## src/rtl/cv32e40p_alu_tmr_fault_ctrl.sv

```systemverilog
// Fault manager for the triplicated ALU: leaky per-replica error counters,
// sticky faulty flags, replay sequencing on no-majority votes and fatal escalation.
module cv32e40p_alu_tmr_fault_ctrl #(
  parameter int CNT_W        = 4,
  parameter int ERR_THRESH   = 8,
  parameter int DECAY_PERIOD = 1024,
  parameter int MAX_RETRY    = 2
) (
  input  logic               clk,
  input  logic               rst,
  input  logic               op_valid_i,
  input  logic [2:0]         mism_i,
  input  logic               nomaj_i,
  input  logic               clear_i,
  output logic               retry_o,
  output logic               stall_o,
  output logic [2:0]         faulty_o,
  output logic [3*CNT_W-1:0] err_cnt_o,
  output logic               corr_evt_o,
  output logic               fatal_o
);

  typedef enum logic [1:0] {ST_RUN, ST_RETRY, ST_FATAL} state_e;

  localparam int TMR_W = (DECAY_PERIOD > 2) ? $clog2(DECAY_PERIOD) : 1;
  localparam int RC_W  = $clog2(MAX_RETRY + 1);
  localparam logic [CNT_W-1:0] CNT_MAX  = '1;
  localparam logic [CNT_W-1:0] THRESH_V = CNT_W'(ERR_THRESH);
  localparam logic [TMR_W-1:0] WRAP_V   = TMR_W'(DECAY_PERIOD - 1);
  localparam logic [RC_W-1:0]  RC_MAX   = RC_W'(MAX_RETRY);

  state_e           r_state;
  logic [TMR_W-1:0] r_timer;
  logic [RC_W-1:0]  r_rcnt;
  logic [CNT_W-1:0] r_cnt [3];
  logic [2:0]       r_faulty;
  logic             r_retry;
  logic             r_stall;
  logic             r_corr;
  logic             r_fatal;

  logic [2:0]       w_masked;
  logic [1:0]       w_nm;
  logic [1:0]       w_nf;
  logic             w_nomaj;
  logic             w_single;
  logic             w_wrap;
  logic [CNT_W-1:0] w_cnt_nxt [3];
  logic [2:0]       w_faulty_nxt;

  // Faulty replicas no longer take part in the vote, so their mismatches are ignored.
  assign w_masked = mism_i & ~r_faulty;
  assign w_nm     = 2'(w_masked[0]) + 2'(w_masked[1]) + 2'(w_masked[2]);
  assign w_nf     = 2'(r_faulty[0]) + 2'(r_faulty[1]) + 2'(r_faulty[2]);
  assign w_nomaj  = op_valid_i & (nomaj_i | (w_nm >= 2'd2) | ((w_nf == 2'd1) & (w_nm != 2'd0)));
  assign w_single = op_valid_i & ~nomaj_i & (w_nm == 2'd1) & (w_nf == 2'd0);
  assign w_wrap   = (r_timer == WRAP_V);

  always_comb begin
    // NOTE: every combinational output gets a default first so no path can infer a latch.
    w_faulty_nxt = r_faulty;
    for (int k = 0; k < 3; k++) begin
      w_cnt_nxt[k] = r_cnt[k];
      if (w_single && w_masked[k]) begin
        // An increment on a wrap cycle takes precedence over the decay.
        if (r_cnt[k] != CNT_MAX) w_cnt_nxt[k] = r_cnt[k] + 1'b1;
        if (w_cnt_nxt[k] == THRESH_V) w_faulty_nxt[k] = 1'b1;
      end else if (w_wrap && !r_faulty[k] && (r_cnt[k] != '0)) begin
        w_cnt_nxt[k] = r_cnt[k] - 1'b1;
      end
    end
  end

  always_ff @(posedge clk) begin
    // NOTE: state registers use non-blocking assignments so all of them update from pre-edge values.
    if (rst || clear_i) begin
      r_state  <= ST_RUN;
      r_timer  <= '0;
      r_rcnt   <= '0;
      r_cnt    <= '{default: '0};
      r_faulty <= '0;
      r_retry  <= 1'b0;
      r_stall  <= 1'b0;
      r_corr   <= 1'b0;
      r_fatal  <= 1'b0;
    end else begin
      r_retry <= 1'b0;
      r_corr  <= 1'b0;
      r_timer <= w_wrap ? '0 : r_timer + 1'b1;
      if (r_state != ST_FATAL) begin
        r_cnt    <= w_cnt_nxt;
        r_faulty <= w_faulty_nxt;
        r_corr   <= w_single;
        if (w_nf >= 2'd2) begin
          r_state <= ST_FATAL;
          r_stall <= 1'b1;
          r_fatal <= 1'b1;
        end else begin
          unique case (r_state)
            ST_RUN: begin
              if (w_nomaj) begin
                r_state <= ST_RETRY;
                r_rcnt  <= RC_W'(1);
                r_retry <= 1'b1;
                r_stall <= 1'b1;
              end
            end
            ST_RETRY: begin
              if (w_nomaj) begin
                if (r_rcnt == RC_MAX) begin
                  r_state <= ST_FATAL;
                  r_fatal <= 1'b1;
                end else begin
                  r_rcnt  <= r_rcnt + 1'b1;
                  r_retry <= 1'b1;
                end
              end else if (op_valid_i) begin
                r_state <= ST_RUN;
                r_rcnt  <= '0;
                r_stall <= 1'b0;
              end
            end
            default: ;
          endcase
        end
      end
    end
  end

  assign retry_o    = r_retry;
  assign stall_o    = r_stall;
  assign faulty_o   = r_faulty;
  assign err_cnt_o  = {r_cnt[2], r_cnt[1], r_cnt[0]};
  assign corr_evt_o = r_corr;
  assign fatal_o    = r_fatal;

endmodule
```

## config.mk

```make
export PLATFORM = sky130hd
export DESIGN_NAME = cv32e40p_alu_tmr_fault_ctrl
export DESIGN_NICKNAME = d
export VERILOG_FILES = /design/src/rtl/cv32e40p_alu_tmr_fault_ctrl.sv
export SDC_FILE = /design/constraint.sdc
export NUM_CORES = 1
export LEC_CHECK = 0
export ABC_AREA = 1
export BUFFER_PORTS_ARGS = -buffer_cell sky130_fd_sc_hd__buf_2
export CAP_MARGIN = 15
export CORE_UTILIZATION = 55
export DETAILED_ROUTE_END_ITERATION = 10
export PLACE_DENSITY = 0.76
export SLEW_MARGIN = 25
export SYNTH_ARGS = -nofsm -noshare
export SYNTH_HDL_FRONTEND = slang
export SYNTH_SLANG_ARGS = --single-unit
```

## constraint.sdc

```tcl
create_clock -name clk -period 2.6 [get_ports clk]
set_input_delay 0.13 -clock clk [delete_from_list [all_inputs] [get_ports clk]]
set_output_delay 0.13 -clock clk [all_outputs]
set_load 0.02 [all_outputs]
```

==> results of run 1 <==
through the flow:
stage	total power, mW	hold WS [ns]	utilization	instances
2_1_floorplan	0.655	0.338	-	313
3_5_place_dp	0.691	0.437	0.640	387
5_1_grt	1.11	0.198	0.663	394
3_3_place_gp	0.688	0.432	0.640	387
4_1_cts	1.08	0.182	0.663	394
6_report	1.06	0.191	0.663	394
final timing paths:
path                from           end  cells past startpoint
max          faulty_o[0]  err_cnt_o[6]                     10
min              nomaj_i    corr_evt_o                      4
max reg2reg  faulty_o[0]  err_cnt_o[6]                     10
min reg2reg   r_timer[0]    r_timer[0]                      1
state kept, by name, indices dropped and copies added (netlist names):
register	flops
stall_o	1
retry_o	1
corr_evt_o	1
fatal_o	1
r_rcnt	2
err_cnt_o	12
faulty_o	3
r_state	2
r_timer	10
cells in the mapped netlist, drive strengths merged:
master / instances
o21ai: 24
xnor2: 3
o31ai: 1
clkinv: 1
xor2: 11
a21oi: 17
a31oi: 5
clkbuf: 1
nand3b: 1
or2: 2
nand4: 6
nand3: 20
nor3: 7
nor4: 1
nor2: 56
nor3b: 2
dfxtp: 33
a21boi: 1
ha: 9
fa: 1
and3: 1
inv: 40
nand2: 69
buf: 1
worst max-delay path, stage by stage, from the launching register on:
cell and delay, ns:
dfxtp_1 0.47, nor2_4 0.10, xor2_1 0.15, ha_1 0.34, nand4_4 0.15, nor2_8 0.22, nand2_4 0.11, a21oi_4 0.23
nand2_1 0.06, o21ai_1 0.08, nor2_1 0.05
kinds of logic after synthesis:
kind of cell / count (synthesis) / share of synthesized area
flops: 33 / 0.300
simple gates: 165 / 0.383
fa+ha+maj: 10 / 0.0603
buf+inv: 43 / 0.0745
compound gates: 48 / 0.126
xor+xnor: 14 / 0.0557
layer usage:
| metal | vias up | GRT usage | wire length, microns |
|---|---|---|---|
| met5 | - | 0 | 0 |
| met4 | 0 | 0.0652 | 54 |
| met3 | 5 | 0.0503 | 184 |
| met2 | 35 | 0.363 | 1960 |
| met1 | 887 | 0.295 | 2160 |
| li1 | 1075 | - | - |
report_power, final:
part	switching [mW]	internal, mW	total, mW
registers	0.00706	0.516	0.523
logic	0.103	0.0541	0.157
clock network	0.173	0.210	0.383
total	0.283	0.779	1.06
layout make-up:
| type | instances | area [sq um] | share of cell area |
|---|---|---|---|
| Multi-Input combinational cell | 237 | 1380 | 0.554 |
| Inverter | 41 | 155 | 0.0625 |
| Tap cell | 48 | 60.1 | 0.0242 |
| Clock buffer | 7 | 86.3 | 0.0348 |
| Sequential cell | 33 | 661 | 0.266 |
| Timing Repair Buffer | 28 | 145 | 0.0584 |
==> impl_metrics.csv, run 1 <==
group,metric,value,unit
final_layout,final_common_cell,"nand2_1",
global_routing,antenna_found_initial,0,
sta,min_period_over_period,0.807,
detailed_routing,drc,0,
sta,rsz0062_at_grt,"false",
power_and_ir_drop,peakVddDrop,0.000327,V
power_and_ir_drop,p_leak,1.13,nW
sta,relSlewSlack,0.677,
logic_synthesis,syn_inst,313,
floorplanning,die_area,4260,sq um
logic_synthesis,syn_area_per_cell,7.03,sq um
sta,layout_setup_ws,0.502,ns
final_layout,layout_common_cells,"nand2_1, nor2_1, inv_1",
floorplanning,coreArea,3740,sq um
setup_path,critPathCaptureType,"flop",
floorplanning,die_h,65.3,microns
detailed_routing,ant_nets,0,
power_and_ir_drop,p_per_area,428,nW/um^2
setup_path,critPathLaunchType,"flop",
logic_synthesis,yosysTopAreaCellShare,0.300,
global_routing,grt_max_degree,16,
place,post_dp_cell_area,2400,sq um
sta,finalClockSkew,0.00532,ns
place,numPortBuffers,26,
sta,tns,0,ns
final_layout,drive_gt1_frac,0.197,
logic_synthesis,ys_ff_latch,33,
place,dp_hpwl,3320,microns
cts,cts_num_sinks,33,
setup_path,critPathArrivalTime,2.25,ns
setup_path,cp.required,2.76,ns
setup_path,crit_fanout,8,
hold_path,hold_path_class,"in -> reg",
sta,hold_violations,0,
detailed_routing,routed_wl,4360,microns
logic_synthesis,synth_area_leader_cell,"dfxtp_1",
final_layout,final_area,2480,sq um
floorplanning,rows,22,
setup_path,crit_type,"reg -> reg",
logic_synthesis,yosysSeqAreaShare,0.300,
detailed_routing,num_vias,2002,
detailed_routing,wl_per_cell,11.1,microns
final_layout,area_growth,12.8,%
cts,cts_tree,"done",
logic_synthesis,synth_cell_type_count,38,
sta,slew_viol_final,0,
final_layout,diodes,0,
floorplanning,dieWidth,65.3,microns
cts,cts_max_path_buffers,2,
sta,fin_crit,2.10,ns
logic_synthesis,syn-num-nets,331,
setup_path,ff2ff_setup_slack,0.50,ns
cts,cts_repair_resize_count,0,
logic_synthesis,synth.area.top_cells,"dfxtp_1, nand2_1, nor2_1",
cts,cts_setup_buffers,0,
detailed_routing,drt_pass1_iterations,5,
cts,cts-root-buf,"clkbuf_8",
cts,h-tree-depth,2,
place,pre_cts_ws,0.527,ns
global_routing,grt_overflow,0,
final_layout,fillers,345,
status,status,"completed",
floorplanning,initial_utilization,0.588,
cts,clk_pin_slew,0.07,ns
global_routing,gr-usage-all-layers,0.224,
cts,cts_made_buffers,5,
floorplanning,ios,27,
sta,fmax,477,MHz
cts,hold_buffers,0,
sta,worstMarginPinSlew,0.483,ns
sta,setup_viol,0,
logic_synthesis,ys_warn_count,0,
logic_synthesis,syn_area,2200,sq um
global_routing,grt_pass1_vias,1790,
run,maxCapViolations,0,
place,routabilityCongestion,0.928,
global_routing,grt_pass1_wl,7500,microns
cts,insertion_delay,0.28,ns
detailed_routing,drt_iter0_markers,180,
final_layout,fin_nets,364,
detailed_routing,vias_per_cell,5.08,
Note: power is estimated with default switching activity, not from simulation.
==> run 2, diff against run 1 <==
--- a/config.mk
+++ b/config.mk
@@ -8,9 +8,9 @@
 export ABC_AREA = 1
 export BUFFER_PORTS_ARGS = -buffer_cell sky130_fd_sc_hd__buf_2
 export CAP_MARGIN = 15
-export CORE_UTILIZATION = 55
+export CORE_UTILIZATION = 52
 export DETAILED_ROUTE_END_ITERATION = 10
-export PLACE_DENSITY = 0.76
+export PLACE_DENSITY = 0.75
 export SLEW_MARGIN = 25
 export SYNTH_ARGS = -nofsm -noshare
 export SYNTH_HDL_FRONTEND = slang
==> constraint.sdc (replaced) <==
create_clock -name clk -period 1.75 [get_ports clk]
set_input_delay 0.0875 -clock clk [delete_from_list [all_inputs] [get_ports clk]]
set_output_delay 0.0875 -clock clk [all_outputs]
set_load 0.02 [all_outputs]
==> run 2 against run 1 <==
Against the previous run:
- the run now ends with setup timing left
- die area is 5.6% higher
- final cell count increased by 4.8%
- count of clock-buffer cells in the layout shrank 1
- core utilization increased by 2.3 points
- critical endpoint is now err_cnt_o[3]
- largest cell class unchanged
- highest routed layer unchanged
==> impl_metrics.csv, run 2 (synthesized netlist as in run 1, its figures left out) <==
group,metric,value,unit
status,status,"finished with violations",
status,violations,"setup timing",
sta,hold_slack,0.150,ns
run,maxCapViolations,0,
place,routabilityCongestion,0.846,
cts,cts_num_sinks,33,
sta,worstMarginPinSlew,0.476,ns
hold_path,hold_path_class,"in -> reg",
place,pre_cts_ws,-0.0631,ns
floorplanning,coreArea,4030,sq um
sta,layout_setup_ws,-0.110,ns
sta,tns,-1.05,ns
power_and_ir_drop,peakVddDrop,0.000343,V
final_layout,fillers,359,
cts,cts_made_buffers,5,
setup_path,critPathArrivalTime,2.05,ns
power_and_ir_drop,p_per_area,593,nW/um^2
final_layout,layout_common_cells,"nand2_1, nor2_1, inv_1",
setup_path,cp.required,1.94,ns
detailed_routing,vias_per_cell,5.21,
setup_path,crit_fanout,6,
cts,h-tree-depth,2,
sta,rsz0062_at_grt,"true",
sta,finalClockSkew,0.0107,ns
final_layout,fin_nets,380,
detailed_routing,drt_pass1_iterations,4,
floorplanning,die_h,67.1,microns
cts,cts_max_path_buffers,2,
place,place.detailed.instances,402,
cts,insertion_delay,0.30,ns
global_routing,gr-usage-all-layers,0.234,
global_routing,grt_overflow,0,
sta,min_period_over_period,1.06,
detailed_routing,num_vias,2152,
sta,slew_viol_final,0,
place,numPortBuffers,26,
detailed_routing,drc,0,
cts,cts_tree,"done",
power_and_ir_drop,p_leak,1.21,nW
sta,hold_violations,0,
sta,fin_crit,1.86,ns
floorplanning,rows,23,
detailed_routing,ant_nets,0,
floorplanning,die_area,4500,sq um
floorplanning,initial_utilization,0.546,
final_layout,area_growth,25.7,%
cts,cts-root-buf,"clkbuf_8",
setup_path,critPathLaunchType,"flop",
global_routing,grt_max_degree,15,
sta,fmax,538,MHz
setup_path,crit_type,"reg -> reg",
detailed_routing,routed_wl,4950,microns
cts,clk_pin_slew,0.08,ns
global_routing,antenna_found_initial,0,
detailed_routing,drt_iter0_markers,108,
final_layout,largest_reg_flops,12,
place,dp_hpwl,3640,microns
sta,relSlewSlack,0.683,
floorplanning,dieWidth,67.1,microns
final_layout,drive_gt1_frac,0.311,
sta,setup_viol,16,
final_layout,final_cells,413,
setup_path,critPathCaptureType,"flop",
global_routing,grt_pass1_vias,1852,
floorplanning,ios,27,
global_routing,grt_pass1_wl,7850,microns
detailed_routing,wl_per_cell,12.0,microns
final_layout,diodes,0,
final_layout,final_common_cell,"nand2_1",
[run 2: cell count changes in the layout (fill, tap and decap cells not counted), moves of 3 or more]
cell	delta
dfxtp_1	-3
inv_4	+3
nand3_1	-4
buf_4	+16
nand2_2	+8
nand2_4	+3
nand3_4	+3
nor2_1	-5
nand2_1	-11
nor2_2	+3
o21ai_0	-3
o21ai_1	+3
dfxtp_4	+3
[run 2: routing by layer]
metal  part of all wire  GRT usage  wire (microns)  vias to the layer above
met4              0.022      0.104             109                        0
li1                   -          -               -                     1111
met1               0.47      0.295            2350                      990
met3              0.040     0.0462             196                        8
met2               0.46      0.381            2300                       43
met5                  0          0               0                        -
[run 2: area by class of cell]
type                            instances  area, sq um  area share
Clock buffer                            6         72.6      0.0262
Clock inverter                          2         10.0     0.00362
Inverter                               41          163      0.0588
Multi-Input combinational cell        237         1520       0.550
Tap cell                               50         62.6      0.0226
Sequential cell                        33          672       0.243
Timing Repair Buffer                   44          265      0.0959
[run 2: per-stage QoR]
stage           util  cell area, sq um  power [mW]
6_report       0.687              2770        1.64
2_1_floorplan      -              2220       0.970
3_5_place_dp   0.625              2520        1.03
5_1_grt        0.687              2770        1.72
4_1_cts        0.652              2630        1.61
3_3_place_gp   0.625              2520        1.03
[run 2: where the power goes]
part | internal [mW] | switching [mW]
Combinational | 0.116 | 0.185
Sequential | 0.761 | 0.0110
Clock | 0.276 | 0.293
[run 2: final timing paths]
kind | end | slack (ns) | cells past startpoint | from
setup / recovery | err_cnt_o[3] | -0.11 | 9 | faulty_o[2]
hold reg to reg | r_timer[0] | 0.45 | 1 | r_timer[0]
setup reg to reg | err_cnt_o[3] | -0.11 | 9 | faulty_o[2]
hold / removal | corr_evt_o | 0.15 | 4 | nomaj_i
[run 2: critical path: stages (launching register included)]
cell,delay [ns]
dfxtp_4,0.36
fa_2,0.47
inv_2,0.08
nand4_4,0.11
nor2_8,0.21
nand2_4,0.12
nand2_4,0.12
nand2_4,0.07
nor3b_2,0.17
nor2_1,0.06
[run 2: repair_timing]
action,CTS,global route
hold buffers,0,0
pin swaps,6,15
endpoints found under the setup margin,16,21
gates resized for setup,9,26
buffers inserted,0,3
